===== src/rtl/uart_pkg.sv =====
// Shared types and helpers for the UART transmitter and the future receiver.
package uart_pkg;

    typedef enum logic [2:0] {
        IDLE,
        FETCH,
        START,
        DATA,
        PARITY,
        STOP
    } uart_tx_state_t;

    localparam int UART_CLOCKS_PER_BIT_115200 = 868;

    // Even parity of the data word; odd=1 inverts it to give odd parity.
    function automatic logic uart_parity(input logic [63:0] data, input logic odd);
        return (^data) ^ odd;
    endfunction

endpackage


===== src/rtl/uart_baud_tick.sv =====
// Bit-period timer: down-counter that pulses tick for one cycle at every bit boundary.
module uart_baud_tick
    import uart_pkg::*;
#(
    parameter int clocks_per_bit = UART_CLOCKS_PER_BIT_115200
) (
    input  logic clock,
    input  logic resetn,
    input  logic restart,
    input  logic enable,
    output logic tick
);

    localparam int CW = (clocks_per_bit > 1) ? $clog2(clocks_per_bit) : 1;
    localparam logic [CW-1:0] LAST = CW'(clocks_per_bit - 1);

    logic [CW-1:0] count_q, count_d;

    always_comb begin
        count_d = count_q;
        tick    = 1'b0;
        if (restart) begin
            count_d = LAST;
        end else if (enable) begin
            if (count_q == '0) begin
                tick    = 1'b1;
                count_d = LAST;
            end else begin
                count_d = count_q - 1'b1;
            end
        end
    end

    always_ff @(posedge clock or negedge resetn) begin
        if (!resetn) begin
            count_q <= '0;
        end else begin
            count_q <= count_d;
        end
    end

endmodule


===== src/rtl/uart_tx.sv =====
// UART transmitter: pops one word per frame from the upstream FIFO and serialises it
// as start bit, data LSB first, optional parity and one stop bit.
module uart_tx
    import uart_pkg::*;
#(
    parameter int width          = 8,
    parameter int clocks_per_bit = UART_CLOCKS_PER_BIT_115200,
    parameter int parity_enable  = 0,
    parameter int parity_odd     = 0
) (
    input  logic             clock,
    input  logic             resetn,
    input  logic             fifo_empty,
    input  logic [width-1:0] fifo_data_out,
    output logic             fifo_read_enable,
    output logic             tx,
    output logic             busy
);

    localparam int BW = (width > 1) ? $clog2(width) : 1;
    localparam logic [BW-1:0] LAST_BIT = BW'(width - 1);

    uart_tx_state_t   state_q, state_d;
    logic [width-1:0] shift_q, shift_d;
    logic [BW-1:0]    bit_q, bit_d;
    logic             parity_q, parity_d;
    logic             tx_q, tx_d;
    logic             baud_restart, baud_enable, baud_tick;

    // The timer is reloaded in FETCH so START gets a full bit period.
    assign baud_restart = (state_q == FETCH);
    assign baud_enable  = (state_q != IDLE) && (state_q != FETCH);

    uart_baud_tick #(
        .clocks_per_bit(clocks_per_bit)
    ) u_baud (
        .clock  (clock),
        .resetn (resetn),
        .restart(baud_restart),
        .enable (baud_enable),
        .tick   (baud_tick)
    );

    always_comb begin
        state_d  = state_q;
        shift_d  = shift_q;
        bit_d    = bit_q;
        parity_d = parity_q;
        tx_d     = 1'b1;
        case (state_q)
            IDLE: begin
                if (!fifo_empty) state_d = FETCH;
            end
            FETCH: begin
                shift_d  = fifo_data_out;
                parity_d = uart_parity(64'(fifo_data_out), (parity_odd != 0));
                bit_d    = '0;
                state_d  = START;
            end
            START: begin
                tx_d = 1'b0;
                if (baud_tick) state_d = DATA;
            end
            DATA: begin
                tx_d = shift_q[0];
                if (baud_tick) begin
                    shift_d = shift_q >> 1;
                    if (bit_q == LAST_BIT) begin
                        bit_d   = '0;
                        state_d = (parity_enable != 0) ? PARITY : STOP;
                    end else begin
                        bit_d = bit_q + 1'b1;
                    end
                end
            end
            PARITY: begin
                tx_d = parity_q;
                if (baud_tick) state_d = STOP;
            end
            STOP: begin
                tx_d = 1'b1;
                if (baud_tick) state_d = IDLE;
            end
            default: state_d = IDLE;
        endcase
    end

    // tx is registered from the current state, so the line lags the FSM by one cycle.
    always_ff @(posedge clock or negedge resetn) begin
        if (!resetn) begin
            state_q  <= IDLE;
            shift_q  <= '0;
            bit_q    <= '0;
            parity_q <= 1'b0;
            tx_q     <= 1'b1;
        end else begin
            state_q  <= state_d;
            shift_q  <= shift_d;
            bit_q    <= bit_d;
            parity_q <= parity_d;
            tx_q     <= tx_d;
        end
    end

    assign tx               = tx_q;
    assign busy             = (state_q != IDLE);
    assign fifo_read_enable = resetn && (state_q == IDLE) && !fifo_empty;

endmodule


===== config.mk =====
export PLATFORM = sky130hd
export DESIGN_NAME = uart_tx
export DESIGN_NICKNAME = d
export VERILOG_FILES = /design/src/rtl/uart_pkg.sv /design/src/rtl/uart_baud_tick.sv /design/src/rtl/uart_tx.sv
export SDC_FILE = /design/constraint.sdc
export NUM_CORES = 1
export LEC_CHECK = 0
export CELL_PAD_IN_SITES_DETAIL_PLACEMENT = 0
export CELL_PAD_IN_SITES_GLOBAL_PLACEMENT = 1
export CORE_MARGIN = 1
export CORE_UTILIZATION = 41
export CTS_BUF_LIST = sky130_fd_sc_hd__clkbuf_4
export DETAILED_ROUTE_END_ITERATION = 10
export PLACE_DENSITY_LB_ADDON = 0.12
export SYNTH_ARGS = -nofsm -noshare
export SYNTH_HDL_FRONTEND = slang
export SYNTH_SLANG_ARGS = --single-unit

===== constraint.sdc =====
create_clock -name clock -period 2.1 [get_ports clock]
set_clock_uncertainty 0.2 [all_clocks]
set_input_delay 0.525 -clock clock [delete_from_list [all_inputs] [get_ports clock]]
set_output_delay 0.525 -clock clock [all_outputs]
set_load 0.02 [all_outputs]

==> results of run 1 <==
[timing repair]
| action | 4_1_cts | 5_1_grt |
|---|---|---|
| buffers inserted | 1 | 1 |
| resized for setup | 12 | 0 |
| setup endpoints to repair | 3 | 10 |
| pin swaps | 2 | 1 |
[metrics by stage]
step / instance area (µm²) / utilization [%] / cells / worst slack [ps] / hold slack [ps]
after CTS: 1740 / 54.76 / 218 / -5.777 / 304.5
after detailed placement: 1705 / 53.66 / 213 / -420.8 / 274.4
final: 1748 / 55.00 / 219 / 22.22 / 303.1
after global routing: 1748 / 55.00 / 219 / -60.25 / 343.7
after floorplan: 1441 / - / 150 / 62.18 / 29.41
after global placement: 1705 / 53.66 / 213 / -417.0 / 267.4
[layer usage]
metal | GRT usage, % | vias up
met2 | 30.93 | 20
met1 | 27.16 | 614
met5 | 0 | -
met4 | 7.468 | 0
met3 | 1.919 | 2
li1 | - | 608
[where the power goes]
group,internal (mW),switching [mW]
registers,0.633,0.153
logic,0.324,0.334
clock network,0.0871,0.148
[cells by family after synthesis]
family	Yosys count	synth area share, %
compound gates	52	23.54
simple gates	47	18.17
flops	26	45.94
buf+inv	12	3.527
xor+xnor	10	6.173
fa+ha+maj	3	2.646
[how the worst min path moves through the flow]
stage | slack, ps | endpoint | from
floorplan | 30 | bit_q[0] | resetn
global placement | 270 | parity_q | parity_q
detailed placement | 270 | parity_q | parity_q
CTS | 300 | parity_q | parity_q
global route | 340 | parity_q | parity_q
finish | 300 | parity_q | parity_q
[flip-flops by register name (all words and copies together) (netlist names)]
signal and cells:
u_baud.count_q 10, bit_q 3, state_q 3, tx 1
parity_q 1, shift_q 8
[cells in the mapped netlist (all sizes together) (4+ instances only)]
master  number
dfrtp       25
o22ai       14
nand2       13
a21oi       11
xnor2       10
o21ai        9
nor2         8
nand3        7
clkbuf       5
inv          5
o31ai        4
[final cells by class]
class,instances,area [µm²],area share [%]
timing repair buffer,28,252.7,14.46
tap,44,55.05,3.150
multi-input combinational,112,739.5,42.30
sequential,26,651.9,37.29
clock buffer,4,30.03,1.718
inverter,5,18.77,1.074
[tightest hold or removal path, delay by kind of cell (launching register included)]
family             cells  cell delay (ps)
and+or+nand+nor        1               50
DFF                    1              370
AOI/OAI and AO/OA      1               60
==> out/metrics.cfg, run 1 <==
[global_routing]
grt_usage_pct = 19.37
grt_max_degree = 27
grt_pass1_vias = 1191
grt_pass1_wl_um = 5333
grt.overflow.total = 0
antenna_found_initial = 0

[critical_path]
path_common_cell = buf_4
slowest_delay_ps = 430
endpoint_kind = output pin
endpoint = busy
path_depth = 4
path_buf_inv = 3
crit_arrival_ps = 1350
reg2reg_to = shift_q[7]
regToRegSetupSlack_ps = 120
crit_family = flip-flops
worstPathCellList = nor3_4, inv_2, buf_4, buf_4
startpoint_type = flop
cpMaxStageDelayCell = dfrtp_1
startpoint = state_q[2]
required_ps = 1370
rr_startpoint = u_baud.count_q[0]
crit_fanout = 5
worstRegToRegCells = 8
crit_type = reg -> out

[logic_synthesis]
netlist.area_leader.share_pct = 44.09
syn-mean-instance-area_um2 = 9.459
synthTopCellsByArea = dfrtp_1 44%, o22ai_1 6.2%, xnor2_1 6.2%
synthCells = 150
ys_types = 40
async_flop_share_pct = 100.0
yosys_warnings = 0
syn_nets = 164
synthFlopType = dfrtp_1
synth_top_area_cell = dfrtp_1
ys_ff_latch = 26
synth-seq-area-share_pct = 45.94
synth_area_um2 = 1419
synth-edff-count = 0

[die]
die_h_um = 60.83
rows = 20
start_util_pct = 44.65
dieArea_um2 = 3700
coreArea_um2 = 3178
dieWidth_um = 60.83
io_pins = 14

[timing]
finalSetupViolations = 0
tightest_slew_ps = 437.6
hold_viol = 0
post-route-min-period_ps = 2078
post-route-period-util_pct = 98.94
timing.slew.headroom_pct = 70.58
rsz0062_at_grt = yes
final.setup.tns_ps = 0
final_max_slew_viol_count = 0
fmax_ghz = 0.4813

[detailed_routing]
drc_errors = 0
wl_um = 3204
vias = 1244
routed_via_density = 5.680
drt-met1-wl_um = 1611
detail-route-antenna-nets = 0
drtIter0Drc = 76
wl_met3_um = 66
route.met2.wl_um = 1504
top_layer = met4
drtPass1Iterations = 4
routedWlPerCell_um = 14.63

[final_layout]
drive_above_1_share_pct = 18.29
final_common_cell = dfrtp_1
nets = 190
antennaDiodeCount = 0
fillers = 303
mostFrequentLayoutCells = 25 x dfrtp_1, 15 x buf_4, 14 x o22ai_1, 13 x nand2_1, 11 x a21oi_1
syn_to_final_growth_pct = 23.19

[clock_tree]
cts_tree = done
cts_made_buffers = 3
cts_root_buf = clkbuf_4
clock-sinks = 26
clock_path_buffers = 2
clock_latency_ps = 320
cts_hold_buf = 0
h-tree-depth = 1
cts.reportedPaths.clkPinSlew_ps = 130

[power_and_ir_drop]
total_leakage_power_nw = 0.7224
ir_drop_mv = 0.5159
p_per_area_nw_per_um2 = 960.4
p_total_mw = 1.679

[placement]
hpwl_um = 2238
port_buffers = 13
place.gp.congestion = 0.8015

[min_path]
hp-class = reg -> reg
holdPathStages = 2

[outcome]
status = finished, final reports clean

[run]
maxCapViolations = 0

(Power assumes the default switching activity.)
==> run 2: changes to the inputs <==
--- a/config.mk
+++ b/config.mk
@@ -11,6 +11,7 @@
 export CORE_UTILIZATION = 41
 export CTS_BUF_LIST = sky130_fd_sc_hd__clkbuf_4
 export DETAILED_ROUTE_END_ITERATION = 10
+export GPL_TIMING_DRIVEN = 0
 export PLACE_DENSITY_LB_ADDON = 0.12
 export SYNTH_ARGS = -nofsm -noshare
 export SYNTH_HDL_FRONTEND = slang
==> run 2 against run 1 <==
Against the previous run: the run now ends with setup timing left; global-route usage up 1.2 points; combinational power is 7.9% higher; worst setup slack worse by 91 ps; sequential share of layout area shrank 1.4 points; sequential power increased by 0.9%; largest power group unchanged; non-clock buffer count rose by 4; critical endpoint is now fifo_read_enable; first-iteration DRC count is 9.2% lower.
==> out/metrics.cfg, run 2 (synthesized netlist as in run 1, its figures left out) <==
[detailed_routing]
detail-route-antenna-nets = 0  ; unchanged
drtPass1Iterations = 4  ; unchanged
wl_um = 3294  ; +2.8%
drtIter0Drc = 69  ; -9.2%
drc_errors = 0  ; unchanged
routedWlPerCell_um = 14.77  ; +0.96%
vias = 1278  ; +2.7%
routed_via_density = 5.731  ; +0.89%

[final_layout]
nets = 194  ; +2.1%
finalNonFillerCells = 223  ; +1.8%
final_util_pct = 57.32  ; +2.3 points
final_common_cell = dfrtp_1
largest_register_ffs = 10  ; unchanged
drive_above_1_share_pct = 20.11  ; +1.8 points
antennaDiodeCount = 0  ; unchanged
mostFrequentLayoutCells = 23 x dfrtp_1, 14 x o22ai_1, 13 x nand2_1, 13 x buf_4, 11 x a21oi_1
syn_to_final_growth_pct = 28.40
largestRegisters = u_baud.count_q x10, shift_q x8
largest-register = u_baud.count_q

[timing]
rsz0062_at_grt = yes
tightest_slew_ps = 631.5  ; +193.9 ps
post-route-period-util_pct = 103.3  ; +4.3 points
fmax_ghz = 0.4611  ; -4.2%
setup_slack_ps = -68.67  ; -90.89 ps
timing.slew.headroom_pct = 57.74  ; -13 points
final_max_slew_viol_count = 0  ; unchanged
finalSetupViolations = 2  ; +2
hold_viol = 0  ; unchanged
post-route-min-period_ps = 2169  ; +90.89 ps

[critical_path]
startpoint = state_q[2]
rr_startpoint = u_baud.count_q[0]
reg2reg_to = u_baud.count_q[9]
crit_fanout = 3  ; -2
required_ps = 1370  ; about the same
regToRegSetupSlack_ps = 80  ; -40 ps
startpoint_type = flop
crit_arrival_ps = 1440  ; +90 ps
worstRegToRegCells = 5  ; -3
crit_type = reg -> out
endpoint_kind = output pin

[clock_tree]
cts_root_buf = clkbuf_4
clock-sinks = 26  ; unchanged
cts_made_buffers = 3  ; unchanged
clock_latency_ps = 330  ; about the same
h-tree-depth = 1  ; unchanged
cts_tree = done
clock_path_buffers = 2  ; unchanged
cts.reportedPaths.clkPinSlew_ps = 160  ; +30 ps

[power_and_ir_drop]
internal-power_mw = 1.177  ; +13%
pwr-share-comb_pct = 38.3  ; -0.9 points
p_per_area_nw_per_um2 = 1017  ; +5.9%
clockPowerShare_pct = 18.9  ; +4.9 points
total_leakage_power_nw = 0.7508  ; +3.9%
netSwitchingFraction_pct = 36.47  ; -1.4 points
pwr-share-seq_pct = 42.8  ; -4.0 points
ir_drop_mv = 0.5860  ; +14%
p_sw_mw = 0.6755  ; +6.3%

[die]
dieArea_um2 = 3700  ; unchanged
rows = 20  ; unchanged
dieWidth_um = 60.83  ; unchanged
coreArea_um2 = 3178  ; unchanged
start_util_pct = 44.65  ; unchanged
io_pins = 14  ; unchanged
die_h_um = 60.83  ; unchanged

[global_routing]
grt_pass1_wl_um = 5582  ; +4.7%
grt_pass1_vias = 1223  ; +2.7%
grt_usage_pct = 20.56  ; +1.2 points
grt.overflow.total = 0  ; unchanged
grt_max_degree = 26  ; -3.7%
antenna_found_initial = 0  ; unchanged

[min_path]
worstHoldStart = parity_q
holdPathStages = 2  ; unchanged
hp-class = reg -> reg
hold_end = parity_q

[outcome]
violations = setup timing
status = finished, violations left

[run]
maxCapViolations = 0  ; unchanged

[placement]
hpwl_um = 2158  ; -3.6%
port_buffers = 13  ; unchanged
dp_cells = 207  ; -2.8%
pre_cts_ws_ps = -1471  ; -1050 ps
place.gp.congestion = 0.8342  ; +4.1%

[run 2: cell types whose count changed in the layout (fill, tap and decap cells not counted), sizes merged]
| cell | previous run | this run |
|---|---|---|
| dlygate4sd3 | 0 | 1 |
| clkbuf | 4 | 6 |
| clkdlybuf4s50 | 10 | 9 |
| bufinv | 0 | 1 |
| buf | 17 | 18 |
[run 2: worst max-delay path, stage by stage, from the launching register on]
cell	delay, ps
dfrtp_2	460
nor3_4	230
inv_2	100
nor3b_4	180
buf_6	140
[run 2: worst max path at each step]
stage | end | slack, ps | depth (start not counted)
floorplan | fifo_read_enable | 60 | 4
global placement | fifo_read_enable | -1450 | 3
detailed placement | fifo_read_enable | -1470 | 3
CTS | fifo_read_enable | -80 | 5
global route | fifo_read_enable | -150 | 5
finish | fifo_read_enable | -70 | 4
[run 2: what timing repair did]
| action | 4_1_cts | 5_1_grt |
|---|---|---|
| setup buffers | 6 | 6 |
| cloned | 0 | 0 |
| setup endpoints to repair | 19 | 12 |
| hold buffers | 2 | 0 |
| pin swaps | 2 | 2 |
| resized for setup | 24 | 3 |
| endpoints found under the hold margin | 25 | 0 |
[run 2: final cells by class]
class	instances	area, µm²
buffer	5	37.54
clock buffer	3	22.52
clock inverter	1	30.03
fill	317	1356
inverter	5	18.77
multi-input combinational	112	754.5
sequential	26	654.4
tap	44	55.05
timing repair buffer	27	249.0
[run 2: metal layers]
metal	up-vias	global-route usage, %	share of wire [%]
met4	0	8.442	1.0
met1	632	30.21	49
li1	615	-	-
met5	-	0	0
met3	4	1.919	3.1
met2	27	31.08	47
[run 2: stage by stage]
| step | TNS, ps | instance area [µm²] | total power [mW] | hold slack [ps] |
|---|---|---|---|---|
| after floorplan | 0 | 1441 | 1.230 | 29.41 |
| after global placement | -5957 | 1627 | 1.366 | 267.7 |
| after detailed placement | -7028 | 1627 | 1.396 | 280.6 |
| after CTS | -84.14 | 1767 | 1.816 | 314.1 |
| after global routing | -324.0 | 1822 | 1.991 | 349.4 |
| final | -92.68 | 1822 | 1.852 | 312.1 |
[run 2: power groups by stage]
| stage | clock, mW | sequential (mW) | combinational [mW] |
|---|---|---|---|
| floorplan | 0 | 0.750 | 0.481 |
| finish | 0.350 | 0.793 | 0.710 |
| detailed placement | 0 | 0.782 | 0.614 |
| CTS | 0.364 | 0.803 | 0.648 |
| global route | 0.390 | 0.814 | 0.787 |
| global placement | 0 | 0.773 | 0.593 |
==> run 3: changes to the inputs <==
--- a/config.mk
+++ b/config.mk
@@ -7,7 +7,6 @@
 export LEC_CHECK = 0
 export CELL_PAD_IN_SITES_DETAIL_PLACEMENT = 0
 export CELL_PAD_IN_SITES_GLOBAL_PLACEMENT = 1
-export CORE_MARGIN = 1
 export CORE_UTILIZATION = 41
 export CTS_BUF_LIST = sky130_fd_sc_hd__clkbuf_4
 export DETAILED_ROUTE_END_ITERATION = 10
==> results of run 3 <==
No change in the layout: final DEF, timing and power equal those of run 2.
